$ cat src/rtl/m1_sequencer_if.sv
// Handshake bundle between m1_sequencer (master) and the ticket machine / requester (slave).
// Pure wiring, no latency; the machine side carries no backpressure of its own.
interface m1_sequencer_if;
    logic       start;
    logic       T;
    logic       V;
    logic [1:0] D;
    logic       oT;
    logic       oM;
    logic       oR;
    logic       busy;
    logic       done;
    logic       err;
    logic [1:0] err_code;

    modport master (
        input  start, T, V, D,
        output oT, oM, oR, busy, done, err, err_code
    );

    modport slave (
        output start, T, V, D,
        input  oT, oM, oR, busy, done, err, err_code
    );
endinterface

$ cat src/rtl/m1_sequencer.sv
// Ticket-machine sequencer: ticket pulse, two coin pulses, registered outputs one cycle after each decision.
// Waits up to TIMEOUT cycles per response; start is ignored while busy (no queuing).
// Define M1_SEQ_AUTOCLR_EN to clear the machine with oR after a successful vend.
module m1_sequencer #(
    parameter int TIMEOUT = 8,
    parameter int CNT_W   = 8
) (
    input  logic          clk,
    input  logic          R_n,
    m1_sequencer_if.master bus
);

`ifdef M1_SEQ_AUTOCLR_EN
    typedef enum logic [3:0] {
        IDLE, TICK, WAIT_T, COIN1, WAIT_D1, COIN2, WAIT_V, CLR, WAIT_CLR, FIN, FAIL
    } state_t;
`else
    typedef enum logic [3:0] {
        IDLE, TICK, WAIT_T, COIN1, WAIT_D1, COIN2, WAIT_V, FIN, FAIL
    } state_t;
`endif

    localparam logic [CNT_W-1:0] TMO = CNT_W'(TIMEOUT);

    state_t           state;
    logic [CNT_W-1:0] cnt;
    logic             tmo;

    assign tmo = (cnt == TMO);

    always_ff @(posedge clk or negedge R_n) begin
        if (!R_n) begin
            state        <= IDLE;
            cnt          <= '0;
            bus.oT       <= 1'b0;
            bus.oM       <= 1'b0;
            bus.oR       <= 1'b0;
            bus.busy     <= 1'b0;
            bus.done     <= 1'b0;
            bus.err      <= 1'b0;
            bus.err_code <= 2'b00;
        end else begin
            bus.oT       <= 1'b0;
            bus.oM       <= 1'b0;
            bus.oR       <= 1'b0;
            bus.done     <= 1'b0;
            bus.err      <= 1'b0;
            bus.err_code <= 2'b00;
            // Saturating wait counter; the pulse states below restart it for the next WAIT_*.
            if (!tmo) cnt <= cnt + CNT_W'(1);

            case (state)
                IDLE: begin
                    if (bus.start) begin
                        state    <= TICK;
                        bus.oT   <= 1'b1;
                        bus.busy <= 1'b1;
                    end
                end
                TICK: begin
                    state <= WAIT_T;
                    cnt   <= '0;
                end
                WAIT_T: begin
                    if (bus.T) begin
                        state  <= COIN1;
                        bus.oM <= 1'b1;
                    end else if (tmo) begin
                        state        <= FAIL;
                        bus.err      <= 1'b1;
                        bus.err_code <= 2'b01;
                        bus.oR       <= 1'b1;
                    end
                end
                COIN1: begin
                    state <= WAIT_D1;
                    cnt   <= '0;
                end
                WAIT_D1: begin
                    if (bus.D == 2'b01) begin
                        state  <= COIN2;
                        bus.oM <= 1'b1;
                    end else if (tmo) begin
                        state        <= FAIL;
                        bus.err      <= 1'b1;
                        bus.err_code <= 2'b10;
                        bus.oR       <= 1'b1;
                    end
                end
                COIN2: begin
                    state <= WAIT_V;
                    cnt   <= '0;
                end
                WAIT_V: begin
                    if (bus.V && bus.D == 2'b10) begin
`ifdef M1_SEQ_AUTOCLR_EN
                        state    <= CLR;
                        bus.oR   <= 1'b1;
`else
                        state    <= FIN;
                        bus.done <= 1'b1;
`endif
                    end else if (tmo) begin
                        state        <= FAIL;
                        bus.err      <= 1'b1;
                        bus.err_code <= 2'b11;
                        bus.oR       <= 1'b1;
                    end
                end
`ifdef M1_SEQ_AUTOCLR_EN
                CLR: begin
                    state <= WAIT_CLR;
                    cnt   <= '0;
                end
                WAIT_CLR: begin
                    // Cleared machine drops its ticket status.
                    if (!bus.T) begin
                        state    <= FIN;
                        bus.done <= 1'b1;
                    end else if (tmo) begin
                        state        <= FAIL;
                        bus.err      <= 1'b1;
                        bus.err_code <= 2'b01;
                        bus.oR       <= 1'b1;
                    end
                end
`endif
                FIN: begin
                    state    <= IDLE;
                    bus.busy <= 1'b0;
                end
                FAIL: begin
                    state    <= IDLE;
                    bus.busy <= 1'b0;
                end
                default: begin
                    state    <= IDLE;
                    bus.busy <= 1'b0;
                end
            endcase
        end
    end

endmodule

$ cat src/flat_wrapper.sv
// flat-port wrapper written by rule: the top's interface ports become plain ports
module m1_sequencer_flat 
#(
    parameter int TIMEOUT = 8,
    parameter int CNT_W   = 8
)
  (clk, R_n, bus_start, bus_T, bus_V, bus_D, bus_oT, bus_oM, bus_oR, bus_busy, bus_done, bus_err, bus_err_code);
  m1_sequencer_if bus_i ();
  input  logic clk;
  input  logic R_n;
  input wire logic [$bits(bus_i.start)-1:0] bus_start;
  input wire logic [$bits(bus_i.T)-1:0] bus_T;
  input wire logic [$bits(bus_i.V)-1:0] bus_V;
  input wire logic [$bits(bus_i.D)-1:0] bus_D;
  output wire logic [$bits(bus_i.oT)-1:0] bus_oT;
  output wire logic [$bits(bus_i.oM)-1:0] bus_oM;
  output wire logic [$bits(bus_i.oR)-1:0] bus_oR;
  output wire logic [$bits(bus_i.busy)-1:0] bus_busy;
  output wire logic [$bits(bus_i.done)-1:0] bus_done;
  output wire logic [$bits(bus_i.err)-1:0] bus_err;
  output wire logic [$bits(bus_i.err_code)-1:0] bus_err_code;
  assign bus_i.start = bus_start;
  assign bus_i.T = bus_T;
  assign bus_i.V = bus_V;
  assign bus_i.D = bus_D;
  assign bus_oT = bus_i.oT;
  assign bus_oM = bus_i.oM;
  assign bus_oR = bus_i.oR;
  assign bus_busy = bus_i.busy;
  assign bus_done = bus_i.done;
  assign bus_err = bus_i.err;
  assign bus_err_code = bus_i.err_code;
  m1_sequencer #(.TIMEOUT(TIMEOUT), .CNT_W(CNT_W)) u_core (.clk(clk), .R_n(R_n), .bus(bus_i));
endmodule
$ cat config.mk
export PLATFORM = sky130hd
export DESIGN_NAME = m1_sequencer_flat
export DESIGN_NICKNAME = d
export VERILOG_FILES = /design/src/rtl/m1_sequencer_if.sv /design/src/rtl/m1_sequencer.sv /design/src/flat_wrapper.sv
export SDC_FILE = /design/constraint.sdc
export NUM_CORES = 1
export LEC_CHECK = 0
export CAP_MARGIN = 20
export CORE_MARGIN = 2
export CORE_UTILIZATION = 50
export DETAILED_ROUTE_END_ITERATION = 10
export HOLD_SLACK_MARGIN = 0.03
export PLACE_DENSITY = 0.75
export SYNTH_ARGS = -nofsm -noshare
export SYNTH_HDL_FRONTEND = slang
export SYNTH_SLANG_ARGS = --single-unit
$ cat constraint.sdc
create_clock -name clk -period 1.74 [get_ports clk]
set_input_delay 0.348 -clock clk [delete_from_list [all_inputs] [get_ports clk]]
set_output_delay 0.348 -clock clk [all_outputs]
set_load 0.05 [all_outputs]
==> impl_results.md <==
- Starting DRT DRC Count: 29
- CP Capture Type: flip-flop
- DR WL/cell: 13.7 um
- Slew HR: 77.2%
- Final Critical Period: 1.53 ns
- FF+latch count, synth: 19
- Height of the chip: 48.0 um
- Core Rows: 15
- WL met2: 897 um
- Post_cts resized: 0
- Final weighted congestion in routability-driven placement: 0.920
- Peak fanout along the critical path: 5
- Crit. Startpoint: u_core.cnt[0]$_DFFE_PN0P_
- Largest cells by area after synthesis: dfrtp_1 49%, a21oi_1 3.6%, nor3_1 3.1%
- WP data arrival: 1.74 ns
- Hold_buf cts: 0
- Synth async-reset ratio: 100%
- Synth top cells by count: 19 x dfrtp_1, 8 x nor2_1, 7 x a21oi_1, 7 x nand2_1, 6 x nor3_1
- Critical path class: flip-flop to flip-flop
- Largest net degree at the start of global routing: 20
- Starting Density: 54.8%
- Register area: roughly 480 um^2
- Max rail drop VDD: 906 uV
- Total core area: 1760 um^2
- CP startpoint kind: flip-flop
- Layout fillers: 150
- Multi-input gate area: approximately 470 um^2
- Worst slew pin tran: 0.340 ns
- R2R depth: 5
- Worst hold path type: input pin to asynchronous set/reset pin
- Met1 Routed Length: ~900 um
- Top routing layer in use: met4
- Sequential share of the synthesized area: between 40% and 50%
- ANT cells: 0
- Mean post-synth cell area: between 10 and 15 um^2
- Area growth from synthesis to layout: 19.9%
- Pwr dens: 1430 nW/um^2
- Total GRT Usage: between 10% and 20%
- Syn Nets: about 100
- DRC: 0
- Final #Nets: 124
- Max Clk Rate: 0.652 GHz
- Worst-Skew Late Latency: around 0.31 ns
- Remaining antenna violation count: 0
- Max cap viols: 0
- Ys flop type: dfrtp_1
- Hold Fails Final Rpt: 0
- Total number of vias: approximately 800
- Status: finished clean
- Hold_ws: 0.353 ns
- Cell Area, Synth: 966 um^2
- CP required: 1.94 ns
- Synth unique cells: 37
- Drt pass-1 iters: 4
- Most frequent cell after synthesis: dfrtp_1
- IO buf count: 14
- Clock Path Buffers: 2
- Ys Warns: 0
- Dpl hpwl: 1.40 mm
- Met3 WL: 104 um
- Register-to-Register Setup Slack: 0.21 ns
- Post-synth EDFFs: 0
- CTS tree: yes
- Area share of the largest cell type after synthesis: 49.2%
- Tcrit/Tclk final: 88.2%
- First-pass GRT wire length: 2.99 mm
- Final-report max-slew violation count: 0
- Post-synthesis cell count: 95
- Die area: 2300 um^2
- Post-DR vias/cell: 5.61
- Total power: 1.65 mW
- Initial antenna violation count: 0
- R2r startpoint: u_core.cnt[0]$_DFFE_PN0P_
- Setup bufs post-CTS: 0
- Reg-to-reg endpoint: u_core.bus.err_code[0]$_DFF_PN0_
- Endpoints failing setup: 0
- Vias in the first global route: 678
- # IOs: 15
- Clock Skews: 0.00637 ns
- Gr ovfl total: 0
- CTS Buf Count: 3
- Clock sink count: 19
- CTS clk-pin slew, worst paths: 0.12 ns
- Layout cells sized above 1: 19.3%
- Setup crit end: u_core.bus.err_code[0]$_DFF_PN0_
- Root Driver: clkbuf_4
- RSZ-0062 raised after global routing: no
- WL final: around 1.9 mm
- Htree depth: 1
- Area leader, netlist: dfrtp_1
- P_leak: between 0.5 and 0.6 nW
- Chip width: between 40 and 50 um
[per-stage QoR]
step	worst slack, ns	cells	TNS (ns)	instance area (um^2)	util [%]
CTS	0.232	139	0	1160	65.7
global route	0.135	139	0	1160	65.7
detailed placement	-0.0324	135	-0.0861	1130	64.1
floorplan	0.389	95	0	966	-
finish	0.206	139	0	1160	65.7
global placement	0.00888	135	0	1130	64.1
[logic make-up (layout without fill, tap and decap cells)]
| group | after synthesis | count (layout) | share of synthesized area [%] |
|---|---|---|---|
| xor+xnor | 4 | 4 | 3.63 |
| flops | 19 | 19 | 49.2 |
| buf+inv | 5 | 24 | 2.46 |
| simple gates | 47 | 47 | 30.2 |
| fa+ha+maj | 2 | 2 | 2.59 |
| mux | 1 | 1 | 1.04 |
| compound gates | 17 | 17 | 10.9 |
[final cells by class]
cell class              instances  share of cell area [%]
clock inverters                 1                   0.432
flip-flops and latches         19                    41.0
multi-input cells              71                    40.3
inverters                       2                   0.648
repair buffers                 18                    13.0
clock buffers                   3                    1.94
well taps                      25                    2.70
[registers in the layout (all words and copies together), names as in the netlist]
register / cells
u_core.bus.oR: 1
u_core.state: 4
u_core.bus.oM: 1
u_core.bus.done: 1
u_core.cnt: 8
u_core.bus.busy: 1
u_core.bus.err_code: 2
u_core.bus.oT: 1
[layer usage]
metal / global-route usage [%] / vias to the layer above
met4: 7.57 / 0
met1: 25.4 / 370
met2: 30.7 / 23
met3: 4.53 / 3
li1: - / 384
met5: 0 / -
[worst max-delay path, cell delays in order, from the launching register on]
cell and delay (ns):
dfrtp_1 0.45, inv_1 0.10, ha_1 0.16, and3b_1 0.27
nand2_1 0.12, nor4b_1 0.33
[cell usage in the layout (no fill, tap or decap), types with 2 or more instances in the layout]
cell type	instances
dfrtp_1	19
buf_4	12
nor2_1	8
nand2_1	7
a21oi_1	7
nor3_1	6
clkdlybuf4s50_1	6
o21ai_0	4
nor2b_1	3
nor3b_1	3
nand3_1	3
clkbuf_4	3
and3b_1	2
inv_1	2
nand2b_1	2
xnor2_1	2
or3_1	2
xor2_1	2
ha_1	2
[how the worst min path moves through the flow]
stage,depth (start not counted),end
after detailed placement,1,u_core.bus.busy$_DFFE_PN0P_
final,2,u_core.bus.oM$_DFF_PN0_
after floorplan,0,u_core.bus.busy$_DFFE_PN0P_
after global routing,2,u_core.bus.oM$_DFF_PN0_
after CTS,2,u_core.bus.oM$_DFF_PN0_
after global placement,1,u_core.bus.busy$_DFFE_PN0P_
[report_power, final]
group	switching (mW)	leakage [nW]	internal, mW	total [mW]
combinational	0.431	0.247	0.317	0.748
sequential	0.118	0.250	0.551	0.669
clock	0.148	0.0177	0.0859	0.234
(Power assumes the default switching activity.)
